`config.mk`:
```
export PLATFORM = sky130hd
export DESIGN_NAME = argmax_classifier_flat
export DESIGN_NICKNAME = d
export VERILOG_FILES = /design/src/rtl/feature_if.sv /design/src/rtl/argmax_classifier.sv /design/src/flat_wrapper.sv
export SDC_FILE = /design/constraint.sdc
export NUM_CORES = 1
export LEC_CHECK = 0
export ABC_AREA = 0
export BUFFER_PORTS_ARGS = -buffer_cell sky130_fd_sc_hd__buf_2
export CORE_AREA = 4 4 105 107
export DETAILED_ROUTE_END_ITERATION = 8
export DIE_AREA = 0 0 109 111
export PLACE_DENSITY = 0.81
export SLEW_MARGIN = 30
export SYNTH_ARGS = -nofsm -noshare
export SYNTH_HDL_FRONTEND = slang
export SYNTH_SLANG_ARGS = --single-unit
```
`constraint.sdc`:
```
create_clock -name clock -period 3.5 [get_ports clock]
set_input_delay 0 -clock clock [delete_from_list [all_inputs] [get_ports clock]]
set_output_delay 0 -clock clock [all_outputs]
set_load 0.02 [all_outputs]
```
`src/rtl/feature_if.sv`:
```
// Score stream between pipeline stages: one score per beat with a valid/ready
// handshake. The producer holds valid and its data until ready is seen.
interface feature_if #(
    parameter int FEATURE_W = 32
);
    logic                 valid;
    logic                 ready;
    logic [FEATURE_W-1:0] features [1];

    modport master (
        output valid,
        output features,
        input  ready
    );

    modport slave (
        input  valid,
        input  features,
        output ready
    );
endinterface

```
`src/rtl/argmax_classifier.sv`:
```
// Terminal stage of the classifier pipeline. It takes one frame of
// NUM_CLASSES signed scores and tracks the running maximum, keeping the
// lowest index on ties. It then holds the winning index and score on a
// valid/ready result port until the result is taken.
module argmax_classifier #(
    parameter int NUM_CLASSES = 10,
    parameter int FEATURE_W   = 32
) (
    input  logic                 clock,
    input  logic                 reset_n,
    feature_if.slave             features_in,
    output logic                 class_valid,
    input  logic                 class_ready,
    output logic [3:0]           class_index,
    output logic [FEATURE_W-1:0] class_score,
    output logic [15:0]          frame_count
);

    localparam logic [3:0] LAST_BEAT = 4'(NUM_CLASSES - 1);

    typedef enum logic [1:0] {
        IDLE,
        RECV,
        HOLD
    } state_t;

    state_t               state_q, state_d;
    logic [3:0]           beat_q, beat_d;
    logic [FEATURE_W-1:0] max_val_q, max_val_d;
    logic [3:0]           max_idx_q, max_idx_d;
    logic [3:0]           class_index_q, class_index_d;
    logic [FEATURE_W-1:0] class_score_q, class_score_d;
    logic [15:0]          frame_count_q, frame_count_d;

    logic                 ready_o;
    logic                 class_valid_o;
    logic                 accept;
    logic                 handshake;
    logic                 last_beat;
    logic [FEATURE_W-1:0] score;
    logic [FEATURE_W-1:0] new_max_val;
    logic [3:0]           new_max_idx;

    assign score     = features_in.features[0];
    assign accept    = (state_q == RECV) && features_in.valid;
    assign handshake = (state_q == HOLD) && class_ready;
    assign last_beat = (beat_q == LAST_BEAT);

    // State register, cleared asynchronously so a reset discards any partial frame.
    always_ff @(posedge clock or negedge reset_n) begin
        if (!reset_n) begin
            state_q <= IDLE;
        end else begin
            state_q <= state_d;
        end
    end

    // Next-state decode: wait for the last beat, then wait for the result handshake.
    always_comb begin
        state_d = state_q;
        unique case (state_q)
            IDLE: state_d = RECV;
            RECV: if (accept && last_beat) state_d = HOLD;
            HOLD: if (class_ready) state_d = RECV;
            default: state_d = IDLE;
        endcase
    end

    // Handshake outputs come straight from the state register, with no path from the inputs.
    always_comb begin
        ready_o       = 1'b0;
        class_valid_o = 1'b0;
        unique case (state_q)
            IDLE: ;
            RECV: ready_o = 1'b1;
            HOLD: class_valid_o = 1'b1;
            default: ;
        endcase
    end

    assign features_in.ready = ready_o;
    assign class_valid       = class_valid_o;

    // Running maximum. Beat 0 always loads. Later beats win only when strictly greater, so ties keep the lowest index.
    always_comb begin
        new_max_val = max_val_q;
        new_max_idx = max_idx_q;
        if ((beat_q == 4'd0) || ($signed(score) > $signed(max_val_q))) begin
            new_max_val = score;
            new_max_idx = beat_q;
        end
    end

    // Datapath next values: the beat counter, the max tracker, the result capture and the frame counter.
    always_comb begin
        beat_d        = beat_q;
        max_val_d     = max_val_q;
        max_idx_d     = max_idx_q;
        class_index_d = class_index_q;
        class_score_d = class_score_q;
        frame_count_d = frame_count_q;
        if (accept) begin
            max_val_d = new_max_val;
            max_idx_d = new_max_idx;
            if (last_beat) begin
                class_index_d = new_max_idx;
                class_score_d = new_max_val;
                beat_d        = 4'd0;
            end else begin
                beat_d = beat_q + 4'd1;
            end
        end
        if (handshake) begin
            frame_count_d = frame_count_q + 16'd1;
        end
    end

    // Datapath registers, all cleared by reset so nothing carries over into the next frame.
    always_ff @(posedge clock or negedge reset_n) begin
        if (!reset_n) begin
            beat_q        <= '0;
            max_val_q     <= '0;
            max_idx_q     <= '0;
            class_index_q <= '0;
            class_score_q <= '0;
            frame_count_q <= '0;
        end else begin
            beat_q        <= beat_d;
            max_val_q     <= max_val_d;
            max_idx_q     <= max_idx_d;
            class_index_q <= class_index_d;
            class_score_q <= class_score_d;
            frame_count_q <= frame_count_d;
        end
    end

    assign class_index = class_index_q;
    assign class_score = class_score_q;
    assign frame_count = frame_count_q;

endmodule

```
`src/flat_wrapper.sv`:
```
// flat-port wrapper written by rule: the top's interface ports become plain ports
module argmax_classifier_flat 
#(
    parameter int NUM_CLASSES = 10,
    parameter int FEATURE_W   = 32
)
  (clock, reset_n, class_valid, class_ready, class_index, class_score, frame_count, features_in_valid, features_in_features, features_in_ready);
  feature_if #(.FEATURE_W(FEATURE_W)) features_in_i ();
  input  logic clock;
  input  logic reset_n;
  output logic class_valid;
  input  logic class_ready;
  output logic [3:0] class_index;
  output logic [FEATURE_W-1:0] class_score;
  output logic [15:0] frame_count;
  input wire logic [$bits(features_in_i.valid)-1:0] features_in_valid;
  input wire logic [$bits(features_in_i.features)-1:0] features_in_features;
  output wire logic [$bits(features_in_i.ready)-1:0] features_in_ready;
  assign features_in_i.valid = features_in_valid;
  assign features_in_i.features = {>>{features_in_features}};
  assign features_in_ready = features_in_i.ready;
  argmax_classifier #(.NUM_CLASSES(NUM_CLASSES), .FEATURE_W(FEATURE_W)) u_core (.clock(clock), .reset_n(reset_n), .features_in(features_in_i), .class_valid(class_valid), .class_ready(class_ready), .class_index(class_index), .class_score(class_score), .frame_count(frame_count));
endmodule
```
# Word level (Yosys, flattened, before mapping)
# Cells that the tools add are included.
[word_totals]
wordCells = 31
reg_bits = 94
[classes]
n_reduce_logical = 8
n_eq_ne = 5
addsub = 2
muxes = 8
n_lt_le_gt_ge = 1
[op_table]
columns = ["cell", "count"]
rows = [
  ["32-bit > comparator", 1],
  ["32-bit two-way mux", 1],
  ["16-bit by 1-bit adder with 16-bit output (second input constant)", 1],
  ["4-bit two-way mux", 2],
  ["2-bit one-hot mux with 3 select lines", 1],
  ["4-bit by 1-bit adder with 4-bit output (second input constant)", 1],
  ["4-bit == test (second input constant)", 1],
  ["4-bit logical NOT", 1],
  ["2-bit two-way mux", 2],
  ["2-bit != test (second input constant)", 2],
  ["2-bit AND reduction", 2],
  ["1-bit logical AND", 3],
  ["2-bit by 1-bit == test with 1-bit output (second input constant)", 1],
  ["2-bit == test (second input constant)", 1],
  ["2-bit logical NOT", 1],
  ["1-bit two-way mux", 2],
  ["1-bit logical OR", 1],
]

# Depth between registers and ports, before layout
# Gate-level depths: netlist of the first run.
[depth]
ltp_word = 5
ltp_mapped = 11

# Worst setup path after synthesis of the first run
# No wires, ideal clock.
[synth_path]
path_type = "flip-flop to flip-flop"
startpoint = "register u_core.max_val_q[31]"
endpoint = "register u_core.max_idx_q[0]"
slack_ns = 0.886
period_less_slack_ns = 2.614
arrival_ns = 2.489
path_buffers = 2
stages_incl_launch_ff = 12
setup_ns = 0.125
path_cell_list = "dfrtp_1 -> inv_1 -> ha_1 -> nand4_1 -> nor4_1 -> and4_1 -> o31a_1 -> o211ai_4 -> a21boi_1 -> buf_4 -> buf_6 -> mux2_4"
[synth_via]
elab_chain_len = 3
[synth_rtl]
columns = ["item", "line_no", "rtl"]
rows = [
  ["from (decl)", "argmax_classifier.sv:29", "logic [FEATURE_W-1:0] max_val_q, max_val_d;"],
  ["from (signal assigned)", "argmax_classifier.sv:129", "max_val_q <= max_val_d;"],
  ["32-bit > comparator", "argmax_classifier.sv:88", "if ((beat_q == 4'd0) || ($signed(score) > $signed(max_val_q))) begin"],
  ["1-bit logical OR", "argmax_classifier.sv:88", ""],
  ["4-bit two-way mux", "argmax_classifier.sv:88", ""],
  ["to (signal assigned)", "argmax_classifier.sv:130", "max_idx_q <= max_idx_d;"],
  ["to (decl)", "argmax_classifier.sv:30", "logic [3:0] max_idx_q, max_idx_d;"],
]
# No other way between the ends.
# A chain may end at the register's enable or synchronous reset.

# Worst setup path after layout of the first run
[layout_path]
startpoint = "register u_core.max_val_q[30]"
endpoint = "register u_core.class_score_q[7], in the netlist u_core.class_score[7]"
[layout_via]
elab_chain_len = 3
[layout_rtl]
columns = ["item", "line_no", "rtl"]
rows = [
  ["32-bit > comparator", "argmax_classifier.sv:88", ""],
  ["1-bit logical OR", "argmax_classifier.sv:88", ""],
  ["32-bit two-way mux", "argmax_classifier.sv:88", ""],
  ["to (signal assigned)", "argmax_classifier.sv:132", "class_score_q <= class_score_d;"],
  ["to (decl)", "argmax_classifier.sv:32", "logic [FEATURE_W-1:0] class_score_q, class_score_d;"],
]
# No other way between the ends.

==> summary.md, run 1 <==
| Metric | Value |
|---|---|
| Critical path launch point type | `flip-flop` |
| Clock sinks | `94` |
| Bufs on Longest Clock Path | `2` |
| GRT Overall Usage | `between 20 and 25%` |
| Worst slew pin tran | `around 800 ps` |
| H-tree lvl count | `3` |
| Die area | `12100 µm²` |
| Mapped Area | `4960 µm²` |
| Die W | `109 µm` |
| Clock network latency to the later pin of the worst-skew pair | `between 300 and 400 ps` |
| Status | `completed` |
| Vias/cell | `between 5 and 6` |
| Core area | `10100 µm²` |
| Buffers on Ports | `89` |
| Via Count | `4087` |
| Final Hold Vio Count | `0` |
| Yosys cell types | `just over 40` |
| Hold WC Path Type | `in -> reg` |
| TritonCTS Buffers | `9` |
| 1st-pass router iterations | `5` |
| Clock Root Buffer | `clkbuf_8` |
| CP Capture Type | `flip-flop` |
| Total of max-cap violations | `0` |
| Final min period | `between 2000 and 3000 ps` |
| Initial antenna violation count | `0` |
| Ratio of final minimum period to clock period | `between 80% and 90%` |
| Share of cells above drive strength 1 | `25.4%` |
| Relative slew slack | `46.6%` |
| HPWL after detailed placement | `just over 8000 µm` |
| WP data required | `around 3800 ps` |
| Post-route ant nets | `0` |
| PwrDens | `between 800 and 900 nW/µm²` |
| Setup violators final | `0` |
| First-pass GRT wire length | `between 15000 and 20000 µm` |
| Yosys reg bits | `between 90 and 100` |
| CTS Hold Bufs | `34` |
| RSZ-0062 raised after global routing | `no` |
| Async set or reset register ratio after synthesis | `100%` |
| Setup Buffers After CTS | `0` |
| Skew final | `between 7 and 8 ps` |
| Worst path cell trace | `inv_1, ha_1, nand4_1, nor4_1, and4_1, o31a_1, o211a_1, buf_4, o21ai_0, a21oi_1` |
| Row count | `37` |
| Leakage power | `~0.003 µW` |
| Synth Net Count | `549` |
| Final Max Tran Viols | `0` |
| Critical Path Max Stage Delay | `460 ps` |
| Fill count | `between 800 and 900` |
| CTS tree | `yes` |
| Drt drc | `0` |
| Die Y | `~110 µm` |
| Ys flop type | `dfrtp_1` |
| Post-synth EDFFs | `0` |
| Global route overflow | `0` |
| Yosys warnings | `0` |
| Largest net degree at the start of global routing | `64` |
| Post_cts resized | `0` |
| Hold WS | `approximately 180 ps` |
| Diode count | `0` |
| Worst path slowest cell | `o211a_1` |
| VDD IR max | `~540 µV` |
| Area of the multi-input gates | `between 2000 and 2500 µm²` |
| FF+latch area | `approximately 2400 µm²` |
| Nets | `around 670` |
| Num ports | `90` |
| Mapped Cells | `480` |
| Fmax | `334 MHz` |
| Layout area overhead | `22.9%` |
| Initial DRC count | `312` |
| Syn Area/Cell | `a little over 10 µm²` |
| Vias in the first global route | `slightly above 4000` |
| Drt wl/cell | `approximately 16 µm` |
| Critical path class | `reg -> reg` |
| CP arrival | `roughly 3300 ps` |
| Reg clk slew, reported paths | `~90 ps` |
| Seq/Total Area, Yosys | `about 47%` |
| Post-Route WL | `approximately 12000 µm` |
| CP max FO | `17` |
| Initial Utilization | `between 40% and 50%` |
| Setup tns final | `0 ps` |
| GP Congestion | `~0.8` |
## area by class of cell
class                   count  share of cell area (%)
clock buffers              13                    2.60
clock inverters             3                   0.697
inverters                  35                    2.15
multi-input cells         324                    38.9
flip-flops and latches     94                    38.6
well taps                 136                    2.79
repair buffers            134                    14.3
## power breakdown
| group | switching [µW] | internal [µW] | leakage [µW] | total [µW] |
|---|---|---|---|---|
| Sequential | 350 | 1550 | 0.00114 | 1900 |
| Combinational | 1510 | 1140 | 0.00176 | 2650 |
| Clock | 369 | 369 | 0.0000996 | 738 |
## layer usage
layer	up-vias	GRT usage, %	wire length [µm]
li1	1931	-	-
met1	2023	28.2	5340
met2	112	32.0	5850
met3	21	2.56	589
met4	0	8.25	229
met5	-	0	0
## cell usage in the layout (no fill, tap or decap), types with 3 or more instances in the layout
cell,count
and2_1,3
and3_1,3
a21o_1,6
mux2_2,7
o21ai_0,40
buf_2,88
and4_1,3
nor2_1,38
mux2_4,28
xnor2_1,11
nor2b_1,6
nand3_1,13
a31oi_1,32
nand2_1,20
xor2_1,6
dfrtp_1,94
nand4_1,6
a21oi_1,45
buf_4,12
ha_1,33
dlygate4sd3_1,34
inv_1,35
clkbuf_8,11
## Yosys cell counts, types with 7 or more instances
cell,instances,area share [%]
mux2_2,7,1.6
mux2_4,28,8.5
nor2_1,38,2.9
inv_1,35,2.6
nand3_1,13,1.3
clkbuf_1,23,1.7
a21oi_1,45,4.5
nand2_1,20,1.5
xnor2_1,11,1.9
a31oi_1,32,4.0
o21ai_0,40,4.0
dfrtp_1,94,47
ha_1,33,8.3
## final timing paths
kind | startpoint | endpoint | slack, ps | cells after the start
setup / recovery | u_core.max_val_q[30]$_DFFE_PN0P_ | u_core.class_score[7]$_DFFE_PN0P_ | 510 | 10
hold / removal | features_in_valid | u_core.beat_q[0]$_DFFE_PN0P_ | 180 | 3
setup reg to reg | u_core.max_val_q[30]$_DFFE_PN0P_ | u_core.class_score[7]$_DFFE_PN0P_ | 510 | 10
hold reg to reg | u_core.frame_count[15]$_DFFE_PN0P_ | u_core.frame_count[15]$_DFFE_PN0P_ | 470 | 1
max in group asynchronous | reset_n | u_core.max_val_q[23]$_DFFE_PN0P_ | 2280 | 3
min in group asynchronous | reset_n | u_core.class_score[24]$_DFFE_PN0P_ | 270 | 2
## critical path: cells and delay by family (launching register included)
kind | cells | cell delay [ps]
AO/OA/AOI/OAI | 4 | 960
AND/OR/NAND/NOR | 3 | 880
flip-flops | 1 | 390
buffers and inverters | 2 | 350
adder cells (fa/ha/maj) | 1 | 320
## cell families after synthesis
logic type      Yosys count  share of synthesized area, %
mux                      35                          10.1
simple gates            103                          10.0
compound gates          136                          16.0
xor+xnor                 17                          3.00
fa+ha+maj                33                          8.32
buf+inv                  62                          5.22
flops                    94                          47.4
## sequential cells by signal, indices dropped and copies added, names as in the netlist
| name | count |
|---|---|
| u_core.beat_q | 4 |
| u_core.class_index | 4 |
| u_core.class_score | 32 |
| u_core.frame_count | 16 |
| u_core.max_idx_q | 4 |
| u_core.max_val_q | 32 |
| u_core.state_q | 2 |
## stage by stage
step | instance area (µm²) | utilization [%] | setup slack (ps) | cells | power (µW)
finish | 6100 | 60.2 | 505 | 739 | 5290
global route | 6100 | 60.2 | 212 | 739 | 5660
CTS | 6100 | 60.2 | 534 | 739 | 5300
detailed placement | 5560 | 54.8 | 541 | 689 | 4520
global placement | 5560 | 54.8 | 637 | 689 | 4380
floorplan | 4960 | - | 886 | 480 | 3750
Note: power is estimated with default switching activity, not from simulation.
==> run 2: changes to the inputs <==
Settings changed: PLACE_DENSITY 0.81 to 0.84.
Clock period 3.5 ns to 2.5 ns, I/O delays scaled along.
==> run 2 against run 1 <==
  * The run now ends with negative setup slack left
  * Setup slack got worse by 810 ps
  * Sequential power rose by 36%
  * Final cell count rose by 6.9%
  * Via count rose by 9.5%
  * Combinational power rose by 94%
  * Routed wire length rose by 17%
  * Critical path depth rose by 1
  * Global-route usage rose by 3.0 points
  * Count of clock-buffer cells in the layout fell by 1
  * Clock skew rose by 8.8 ps
==> summary.md, run 2 (synthesized netlist as in run 1, its figures left out) <==
| Metric | Value |
|---|---|
| CP max FO | `9 (-8)` |
| Layout area overhead | `36.1%` |
| Share of cells above drive strength 1 | `33.9% (+8.6 points)` |
| Met2 usage | `39.6% (+7.6 points)` |
| Final Hold Vio Count | `0 (unchanged)` |
| Setup WS pre-CTS | `-174 ps (-715 ps)` |
| Relative slew slack | `53.3% (+6.7 points)` |
| GR Util met1 | `29.4% (+1.3 points)` |
| Initial DRC count | `357 (+14%)` |
| Gr busiest metal | `met2` |
| Skew final | `16.7 ps (+8.84 ps)` |
| Critical path class | `reg -> reg` |
| Ratio of final minimum period to clock period | `112% (+27 points)` |
| TritonCTS Buffers | `9 (unchanged)` |
| Failing checks | `negative setup slack` |
| Vias/cell | `5.66 (+2.4%)` |
| Hold WS | `119 ps (-65.9 ps)` |
| Commonest non-fill, non-tap cell in the layout | `dfrtp_1` |
| Clock sinks | `94 (unchanged)` |
| Reg clk slew, reported paths | `100 ps (about the same)` |
| Total of max-cap violations | `0 (unchanged)` |
| Vias in the first global route | `4677 (+16%)` |
| GP Congestion | `0.834 (+5.1%)` |
| Routing usage on met3 | `3.32% (+0.76 points)` |
| VDD IR max | `675 µV (+24%)` |
| Fill count | `699 (-17%)` |
| Initial antenna violation count | `0 (unchanged)` |
| RSZ-0062 raised after global routing | `yes` |
| H-tree lvl count | `3 (unchanged)` |
| HPWL after detailed placement | `8880 µm (+7.5%)` |
| Die area | `12100 µm² (unchanged)` |
| Hold path cells | `3 (unchanged)` |
| Hold WC Path Type | `in -> reg` |
| Fmax | `356 MHz (+6.7%)` |
| Clock Root Buffer | `clkbuf_8` |
| R2R depth | `11 (+1)` |
| Num ports | `90 (unchanged)` |
| CTS tree | `yes` |
| Via Count | `4474 (+9.5%)` |
| Die W | `109 µm (unchanged)` |
| Core area | `10100 µm² (unchanged)` |
| Die Y | `111 µm (unchanged)` |
| Buffers on Ports | `89 (unchanged)` |
| Global route overflow | `0 (unchanged)` |
| Final worst slack | `-306 ps (-811 ps)` |
| Post-Route WL | `14100 µm (+17%)` |
| Final Max Tran Viols | `0 (unchanged)` |
| First-pass GRT wire length | `22600 µm (+14%)` |
| Drt drc | `0 (unchanged)` |
| Commonest cells after routing, fill and taps aside | `94 x dfrtp_1, 88 x buf_2, 52 x buf_4` |
| Post-route ant nets | `0 (unchanged)` |
| Leakage power | `0.00333 µW (+11%)` |
| PwrDens | `1290 nW/µm² (+49%)` |
| Largest net degree at the start of global routing | `54 (-16%)` |
| Bufs on Longest Clock Path | `2 (unchanged)` |
| Critical path launch point type | `flip-flop` |
| Initial Utilization | `48.9% (unchanged)` |
| Row count | `37 (unchanged)` |
| Status | `complete, but fails checks` |
| CP arrival | `3080 ps (-190 ps)` |
| Final min period | `2810 ps (-189 ps)` |
| 1st-pass router iterations | `5 (unchanged)` |
| Clock network latency to the later pin of the worst-skew pair | `380 ps (+20 ps)` |
| GRT Overall Usage | `23.3% (+3.0 points)` |
| Nets | `718 (+7.6%)` |
| Setup violators final | `72 (+72)` |
| Diode count | `0 (unchanged)` |
| WP data required | `2770 ps (-1000 ps)` |
| Worst slew pin tran | `700 ps (-100 ps)` |
| Drt wl/cell | `17.8 µm (+9.5%)` |
| CP Capture Type | `flip-flop` |
==> run 2: path summary, 6_finish.rpt <==
| path | startpoint | end | slack (ps) |
|---|---|---|---|
| setup / recovery | u_core.max_val_q[24]$_DFFE_PN0P_ | u_core.max_val_q[26]$_DFFE_PN0P_ | -310 |
| hold / removal | features_in_valid | u_core.beat_q[0]$_DFFE_PN0P_ | 120 |
| setup reg to reg | u_core.max_val_q[24]$_DFFE_PN0P_ | u_core.max_val_q[26]$_DFFE_PN0P_ | -310 |
| hold reg to reg | u_core.frame_count[15]$_DFFE_PN0P_ | u_core.frame_count[15]$_DFFE_PN0P_ | 500 |
| max in group asynchronous | reset_n | u_core.class_score[16]$_DFFE_PN0P_ | 1480 |
| min in group asynchronous | reset_n | u_core.frame_count[2]$_DFFE_PN0P_ | 200 |
==> run 2: area by class of cell <==
type / instances / area [µm²] / area share, %
clock buffer: 12 / 155 / 2.30
clock inverter: 4 / 30.0 / 0.445
timing repair buffer: 185 / 1390 / 20.6
multi-input combinational: 324 / 2520 / 37.4
tap: 136 / 170 / 2.52
sequential: 94 / 2350 / 34.8
inverter: 35 / 131 / 1.95
==> run 2: critical path: stages, from the launching register on <==
cell	delay (ps)
dfrtp_1	370
inv_1	50
ha_1	260
nand4_1	200
nor4_4	390
and4_1	270
o31a_1	240
o211ai_4	120
a21boi_4	170
buf_6	160
clkbuf_16	170
mux2_4	300
==> run 2: through the flow <==
step	utilization (%)	setup TNS (ps)	std cells	instance area, µm²	total power, µW
6_report	66.6	-13490	790	6750	8690
5_1_grt	66.6	-20600	790	6750	9250
4_1_cts	64.6	-9520	782	6550	8170
3_5_place_dp	58.2	-7390	727	5900	6820
3_3_place_gp	58.2	-3640	727	5900	6590
2_1_floorplan	-	-537	480	5000	5310
==> run 2: power by group <==
group	switching, µW	total [µW]	internal (µW)	leakage, µW
clock	548	969	421	0.0000930
combinational	2640	5140	2490	0.00210
sequential	420	2590	2170	0.00114
==> run 2: layer usage <==
layer	up-vias	part of all wire (%)	routed length, µm
li1	2042	-	-
met3	34	5.7	799
met2	179	51	7190
met5	-	0	0
met1	2219	41	5720
met4	0	2.5	351
==> run 2: repair_timing <==
action                                 CTS  global route
resized for setup                       13            50
hold buffers                            34             0
pin swaps                                0             5
buffers inserted                         3             6
setup endpoints to repair               69            72
endpoints found under the hold margin  116             0
gates cloned                             2             2
